[src/rtl/irq_window_gen.sv]
// irq_window_gen
//   Multi-channel interrupt stimulus generator. A free-running cycle counter
//   drives a set of per-channel window engines. Each channel pulls its
//   active-low interrupt line low across a programmed count window. A window
//   is either one-shot or repeats every `period` counts.
//
// Ports
//   clk_ph1      clock; all state updates on the rising edge
//   rst          asynchronous, active-low reset
//   run          1 = counter advances and channels evaluate; 0 = frozen
//   clear        synchronous clear of counter and channel states
//   cfg_we       channel configuration write strobe
//   cfg_ch       target channel of cfg_we; out-of-range indices are ignored
//   cfg_start    window start count (ws)
//   cfg_stop     window stop count (we)
//   cfg_period   repeat period, 0 = one-shot
//   ack          per-channel acknowledge (IRQ_ACK_EN builds only)
//   cycle_count  current counter value
//   int_n        registered active-low interrupt lines
//   busy         channel is in WAIT, ASSERT or HOLD
//
// Build option
//   IRQ_ACK_EN   adds the ack port. A window that reaches its stop count
//                without an ack holds its line low in HOLD until ack arrives.

module irq_window_gen #(
    parameter int CHANNELS = 2,
    parameter int CNT_W    = 8,
    parameter int CH_W     = 1
) (
    input  logic                clk_ph1,
    input  logic                rst,
    input  logic                run,
    input  logic                clear,
    input  logic                cfg_we,
    input  logic [CH_W-1:0]     cfg_ch,
    input  logic [CNT_W-1:0]    cfg_start,
    input  logic [CNT_W-1:0]    cfg_stop,
    input  logic [CNT_W-1:0]    cfg_period,
`ifdef IRQ_ACK_EN
    input  logic [CHANNELS-1:0] ack,
`endif
    output logic [CNT_W-1:0]    cycle_count,
    output logic [CHANNELS-1:0] int_n,
    output logic [CHANNELS-1:0] busy
);

    typedef enum logic [2:0] {
        ST_IDLE,
        ST_WAIT,
        ST_ASSERT,
        ST_DONE,
        ST_HOLD
    } state_t;

    state_t           state_q [CHANNELS];
    logic [CNT_W-1:0] ws_q    [CHANNELS];
    logic [CNT_W-1:0] we_q    [CHANNELS];
    logic [CNT_W-1:0] per_q   [CHANNELS];
`ifdef IRQ_ACK_EN
    // Set when ack released the line early; the window still runs to we.
    logic [CHANNELS-1:0] acked_q;
`endif

    // Free-running counter. Wrap-around is implicit in the CNT_W width.
    always_ff @(posedge clk_ph1 or negedge rst) begin
        if (!rst) begin
            // NOTE: sequential state uses non-blocking assignment so every
            // register samples pre-edge values, independent of block order.
            cycle_count <= '0;
        end else if (clear) begin
            cycle_count <= '0;
        end else if (run) begin
            cycle_count <= cycle_count + 1'b1;
        end
    end

    // Channel engines. The window compares use the pre-increment counter value,
    // so the line is low while cycle_count reads ws+1 .. we.
    // On release, adding the period to both ends reschedules the window.
    // With period 0 the addition is a no-op.
    always_ff @(posedge clk_ph1 or negedge rst) begin
        if (!rst) begin
            int_n <= '1;
`ifdef IRQ_ACK_EN
            acked_q <= '0;
`endif
            for (int i = 0; i < CHANNELS; i++) begin
                // NOTE: the per-channel working registers are small arrays
                // that must read 0 after reset, so they get reset here too.
                state_q[i] <= ST_IDLE;
                ws_q[i]    <= '0;
                we_q[i]    <= '0;
                per_q[i]   <= '0;
            end
        end else begin
            for (int i = 0; i < CHANNELS; i++) begin
                if (clear) begin
                    // Working window registers are kept across clear.
                    state_q[i] <= ST_IDLE;
                    int_n[i]   <= 1'b1;
`ifdef IRQ_ACK_EN
                    acked_q[i] <= 1'b0;
`endif
                end else if (cfg_we && int'(cfg_ch) == i) begin
                    // Also aborts an in-flight window (ASSERT/HOLD).
                    ws_q[i]    <= cfg_start;
                    we_q[i]    <= cfg_stop;
                    per_q[i]   <= cfg_period;
                    state_q[i] <= ST_WAIT;
                    int_n[i]   <= 1'b1;
`ifdef IRQ_ACK_EN
                    acked_q[i] <= 1'b0;
`endif
                end else if (run) begin
                    case (state_q[i])
                        ST_WAIT: begin
                            if (cycle_count == ws_q[i]) begin
                                if (ws_q[i] == we_q[i]) begin
                                    state_q[i] <= ST_DONE;
                                end else begin
                                    state_q[i] <= ST_ASSERT;
                                    int_n[i]   <= 1'b0;
                                end
                            end
                        end
                        ST_ASSERT: begin
`ifdef IRQ_ACK_EN
                            if (cycle_count == we_q[i]) begin
                                if (acked_q[i] || ack[i]) begin
                                    int_n[i]   <= 1'b1;
                                    acked_q[i] <= 1'b0;
                                    ws_q[i]    <= ws_q[i] + per_q[i];
                                    we_q[i]    <= we_q[i] + per_q[i];
                                    state_q[i] <= (per_q[i] != '0) ? ST_WAIT : ST_DONE;
                                end else begin
                                    state_q[i] <= ST_HOLD;
                                end
                            end else if (ack[i]) begin
                                int_n[i]   <= 1'b1;
                                acked_q[i] <= 1'b1;
                            end
`else
                            if (cycle_count == we_q[i]) begin
                                int_n[i]   <= 1'b1;
                                ws_q[i]    <= ws_q[i] + per_q[i];
                                we_q[i]    <= we_q[i] + per_q[i];
                                state_q[i] <= (per_q[i] != '0) ? ST_WAIT : ST_DONE;
                            end
`endif
                        end
`ifdef IRQ_ACK_EN
                        ST_HOLD: begin
                            // ack is only sampled while run=1, like all evaluation.
                            if (ack[i]) begin
                                int_n[i]   <= 1'b1;
                                ws_q[i]    <= ws_q[i] + per_q[i];
                                we_q[i]    <= we_q[i] + per_q[i];
                                state_q[i] <= (per_q[i] != '0) ? ST_WAIT : ST_DONE;
                            end
                        end
`endif
                        default: ;
                    endcase
                end
            end
        end
    end

    always_comb begin
        busy = '0;
        for (int i = 0; i < CHANNELS; i++) begin
            busy[i] = (state_q[i] == ST_WAIT) || (state_q[i] == ST_ASSERT) ||
                      (state_q[i] == ST_HOLD);
        end
    end

endmodule

[config.mk]
export PLATFORM = sky130hd
export DESIGN_NAME = irq_window_gen
export DESIGN_NICKNAME = d
export VERILOG_FILES = /design/src/rtl/irq_window_gen.sv
export SDC_FILE = /design/constraint.sdc
export NUM_CORES = 1
export LEC_CHECK = 0
export CAP_MARGIN = 30
export CORE_AREA = 2 2 82 100
export CTS_BUF_LIST = sky130_fd_sc_hd__clkbuf_4 sky130_fd_sc_hd__clkbuf_8 sky130_fd_sc_hd__clkbuf_16
export CTS_CLUSTER_SIZE = 10
export DETAILED_ROUTE_END_ITERATION = 8
export DIE_AREA = 0 0 84 102
export PLACE_DENSITY = 0.95
export SLEW_MARGIN = 20
export SYNTH_ARGS = -nofsm -noshare
export SYNTH_HDL_FRONTEND = slang
export SYNTH_SLANG_ARGS = --single-unit
export TNS_END_PERCENT = 5
[constraint.sdc]
create_clock -name clk_ph1 -period 3.2 [get_ports clk_ph1]
set_clock_uncertainty 0.1 [all_clocks]
set_input_delay 0.8 -clock clk_ph1 [delete_from_list [all_inputs] [get_ports clk_ph1]]
set_output_delay 0.8 -clock clk_ph1 [all_outputs]
set_load 0.005 [all_outputs]
## After elaboration in Yosys (flattened, before gate mapping)

Index checks and enable logic that the tools add are counted.

- Bits in registers: 64
- Latch bits: 0
- RAM bits: 0
- Bits in read-only memories: 0
- Bits of input ports: 30
- Output and inout bits: 12
- Logic and storage cells: 111
- Memories: 0

- $add $sub $neg: 5
- Multiply operators: 0
- Div/mod/pow operators: 0
- Order comparisons: 0
- Equality and inequality tests: 18
- Shift operators: 0
- Mux-type cells: 48
- Bitwise logic cells: 2
- Reduce and logical (&&, ||, !) cells: 27

Operators with widths:

| kind | number |
|---|---|
| two-way mux 8 bit | 18 |
| == test 8 bit | 6 |
| adder 8 bit | 4 |
| two-way mux 3 bit | 10 |
| != test 4 bit, second input constant | 6 |
| AND reduction 4 bit | 4 |
| nonzero test 8 bit | 2 |
| two-way mux 1 bit | 14 |
| nonzero test 2 bit | 7 |
| case mux 3 bit (2 select lines) | 2 |
| AND reduction 5 bit | 2 |
| adder 8 x 1 -> 8 bit, second input constant | 1 |
| nonzero test 4 bit | 2 |
| == test 3 x 1 -> 1 bit, second input constant | 2 |
| == test 3 x 2 -> 1 bit, second input constant | 2 |
| == test 3 bit, second input constant | 2 |
| nonzero test 3 bit | 2 |
| logical OR 1 bit | 4 |
| two-way mux 2 bit | 2 |
| case mux 1 bit (2 select lines) | 2 |
| AND reduction 2 bit | 2 |
| logical AND 1 bit | 2 |
| NOT 1 bit | 2 |

## Depth between registers and ports, before layout

- Depth after elaboration: 7
- Mapped depth: 9
- Depth with buffers taken out: 9

## Worst setup path after synthesis

Ideal clock, no wire load.

- Kind: in2reg
- Start: in cfg_ch
- End: reg we_q[13] (netlist name)
- Setup time: 125 ps
- Data arrival time: 2,067 ps
- Data required time: 2,975 ps
- Path slack: 908 ps
- Stages: 6
- Buffers on the path: 2
- Path through: nand2b_1 > clkbuf_1 > nor2_2 > a41oi_2 > buf_2 > mux2_2

- Cells in the longest elaborated chain, start to end: 4
- Elaborated cells between the ends (all ways): 7
- Classes of those cells: 1 x mux; 1 x bitwise; 5 x reduce/logical

RTL lines:

| element | line | source |
|---|---|---|
| start: declaration | 36 | `input logic [CH_W-1:0] cfg_ch,` |
| NOT 1 bit (*) | 105 | `end else if (cfg_we && int'(cfg_ch) == i) begin` |
| logical AND 1 bit (*) | 105 |  |
| nonzero test 2 bit (no line) | - |  |
| AND reduction 4 bit (no line) | - |  |
| end signal: indexed assignment | 108 | `we_q[i] <= cfg_stop;` |
| end signal: indexed assignment | 147 | `we_q[i] <= we_q[i] + per_q[i];` |
| end: declaration | 58 | `logic [CNT_W-1:0] we_q [CHANNELS];` |

Mark *: on every way between the ends. The rest lies on a longest branch, timed or not.
A chain may end at the register's enable or synchronous reset.

## Worst setup path in the final report

- Start: reg state_q[3] (netlist name)
- End: out busy[0]

- Cells in the longest elaborated chain, start to end: 3
- Elaborated cells between the ends (all ways): 5
- Classes of those cells: 3 x eq/ne; 2 x reduce/logical

RTL lines:

| element | line | source |
|---|---|---|
| start: declaration | 56 | `state_t state_q [CHANNELS];` |
| start signal: indexed assignment | 148 | `state_q[i] <= (per_q[i] != '0) ? ST_WAIT : ST_DONE;` |
| == test 3 x 1 -> 1 bit / == test 3 x 2 -> 1 bit (equally long branches) | 173 | `busy[i] = (state_q[i] == ST_WAIT) \|\| (state_q[i] == ST_ASSERT) \|\|` |
| logical OR 1 bit | 173 |  |
| logical OR 1 bit (*) | 173 |  |
| end: declaration | 45 | `output logic [CHANNELS-1:0] busy` |

Marks and branches as above.

==> metrics.csv <==
metric,value,unit
cts-buffers-inserted,9,
rsz0062_at_grt,no,
cp-start-kind,flop,
place_hpwl,9730,um
yosys_warnings,0,
cts.hold.buffers_added,0,
grt_pass1_wl,21400,um
p_leak,2.24,nW
drc,0,
critPathBufInv,3,
worst_pin_slew,0.704,ns
die-height,102,um
antenna_found_initial,0,
dieWidth,84,um
crit_chain,inv_1 > ha_1 > inv_1 > clkdlybuf4s50_1,
cts_root_buffer,clkbuf_8,
yosysUniqueCellTypes,53,
antenna_cells,0,
cpMaxStageDelayCell,clkdlybuf4s50_1,
setup_violations,0,
drt_iter0_drc,357,
path_max_fanout,3,
hold_class,primary input to async pin,
cts-resized-gates,0,
p_total,4.50,mW
crit_top_cell,inv_1,
status,finished clean,
syn_area_per_cell,9.11,sq um
nFillCells,530,
crit_required,2.30,ns
gr-total-overflow,0,
cts_max_path_buffers,2,
vias_per_cell,6.61,
hold_violations,0,
ys_ff_latch,62,
cts_tree,yes,
io_buffers,41,
drtPass1Iterations,5,
vias,4274,
die-area,8570,sq um
core,7580,sq um
stdcell_count,647,
area_delta_synth_final,15.7,%
num-nets-final,617,
drt-total-wl,13200,um
critPathKind,flop to output pin,
initial_core_util,0.614,
grt_max_degree,30,
cts_setup_buffers,0,
final_cell_mix,"60 x dfrtp_1, 52 x nor2_1, 40 x clkdlybuf4s50_1",
ios,42,
grtUsageTotal,0.322,
synth-edff-count,0,
placed_cells,631,
final_common_cell,dfrtp_1,
htreeDepth,3,
cp.arrival,1.67,ns
ant_nets,0,
grt_pass1_vias,4410,
syn_inst,510,
ys.flop_type,dfrtp_1,
fin_crit_sh,0.802,
syn-num-nets,577,
drive_gt1_frac,0.108,
ir_drop,0.492,mV
post_drt_wl_per_cell,20.5,um
max_freq,390,MHz
slowest_delay,0.50,ns
crit_family,buffers and inverters,
finalMaxSlewViolations,0,
clk_latency,0.35,ns
clk_pin_slew,0.08,ns
synth-async-reset-ratio,1.00,
place_congestion,0.979,
slew_headroom,0.529,
rows,35,
worstSetupEndpointType,output pin,
clkSinkCount,62,
period_needed,2.57,ns
synth_area,4650,sq um
maxCapViolCount,0,
ys_seq_area_frac,0.334,
p_per_area,836,nW/um^2
fin_setup_tns,0,ns
flip-flops by register name, summed over array words and instances, names as in the netlist:
signal       cells
cycle_count      8
we_q            16
per_q           16
ws_q            16
state_q          4
int_n            2
where the power goes:
part | internal [mW] | leakage (nW) | total, mW | switching [mW]
Combinational | 1.09 | 1.39 | 2.23 | 1.14
Clock | 0.510 | 0.123 | 0.835 | 0.324
Sequential | 1.01 | 0.731 | 1.43 | 0.421
stage by stage:
stage / hold WS (ns) / worst slack (ns) / instance area (sq um) / util
final: 0.291 / 0.635 / 5380 / 0.710
after global placement: 0.442 / 0.538 / 5140 / 0.679
after detailed placement: 0.463 / 0.399 / 5140 / 0.679
after CTS: 0.299 / 0.637 / 5380 / 0.710
after global routing: 0.323 / 0.577 / 5380 / 0.710
after floorplan: 0.404 / 0.908 / 4650 / -
cell type report:
class / count / area [sq um] / area share
well taps: 92 / 115 / 0.0214
clock buffers: 13 / 173 / 0.0321
flip-flops and latches: 62 / 1550 / 0.289
clock inverters: 3 / 65.1 / 0.0121
repair buffers: 53 / 495 / 0.0921
multi-input cells: 400 / 2890 / 0.537
inverters: 24 / 90.1 / 0.0167
path summary, 6_finish.rpt:
check	from	to	slack, ns	cells after the start
max	state_q[3]	busy[0]	0.63	4
min	rst	per_q[13]	0.29	1
max reg2reg	cycle_count[5]	ws_q[4]	0.65	6
min reg2reg	state_q[3]	state_q[3]	0.48	2
max in group asynchronous	rst	int_n[1]	2.00	2
min in group clk_ph1	state_q[3]	state_q[3]	0.48	2
cells by family after synthesis:
family | count (synthesis) | share of synthesized area
adder cells (fa/ha/maj) | 37 | 0.106
flip-flops | 62 | 0.334
AND/OR/NAND/NOR | 157 | 0.168
multiplexers | 27 | 0.0641
buffers and inverters | 48 | 0.0452
AO/OA/AOI/OAI | 113 | 0.158
XOR/XNOR | 66 | 0.124
routing by layer:
metal,track usage,share of wire,vias up
met5,0,0,-
met2,0.551,0.49,269
met1,0.364,0.36,2022
met3,0.0525,0.077,82
li1,-,-,1901
met4,0.247,0.072,0
synth_stat cells (all sizes together) (5+ instances only):
library cell,instances,share of area
dfrtp,60,0.32
o21ai,28,0.030
nand4,10,0.013
nand2,33,0.027
mux2i,5,0.011
nand3,18,0.019
nor2b,8,0.011
nor3,7,0.0075
nor2,53,0.043
buf,13,0.017
a21oi,29,0.031
xnor2,29,0.055
nor4,8,0.017
inv,24,0.019
a31oi,8,0.011
or3,5,0.0067
mux2,22,0.053
a211oi,8,0.013
clkbuf,11,0.0089
o41ai,5,0.0094
o21a,6,0.0097
xor2,37,0.070
ha,33,0.089
(Power assumes the default switching activity.)
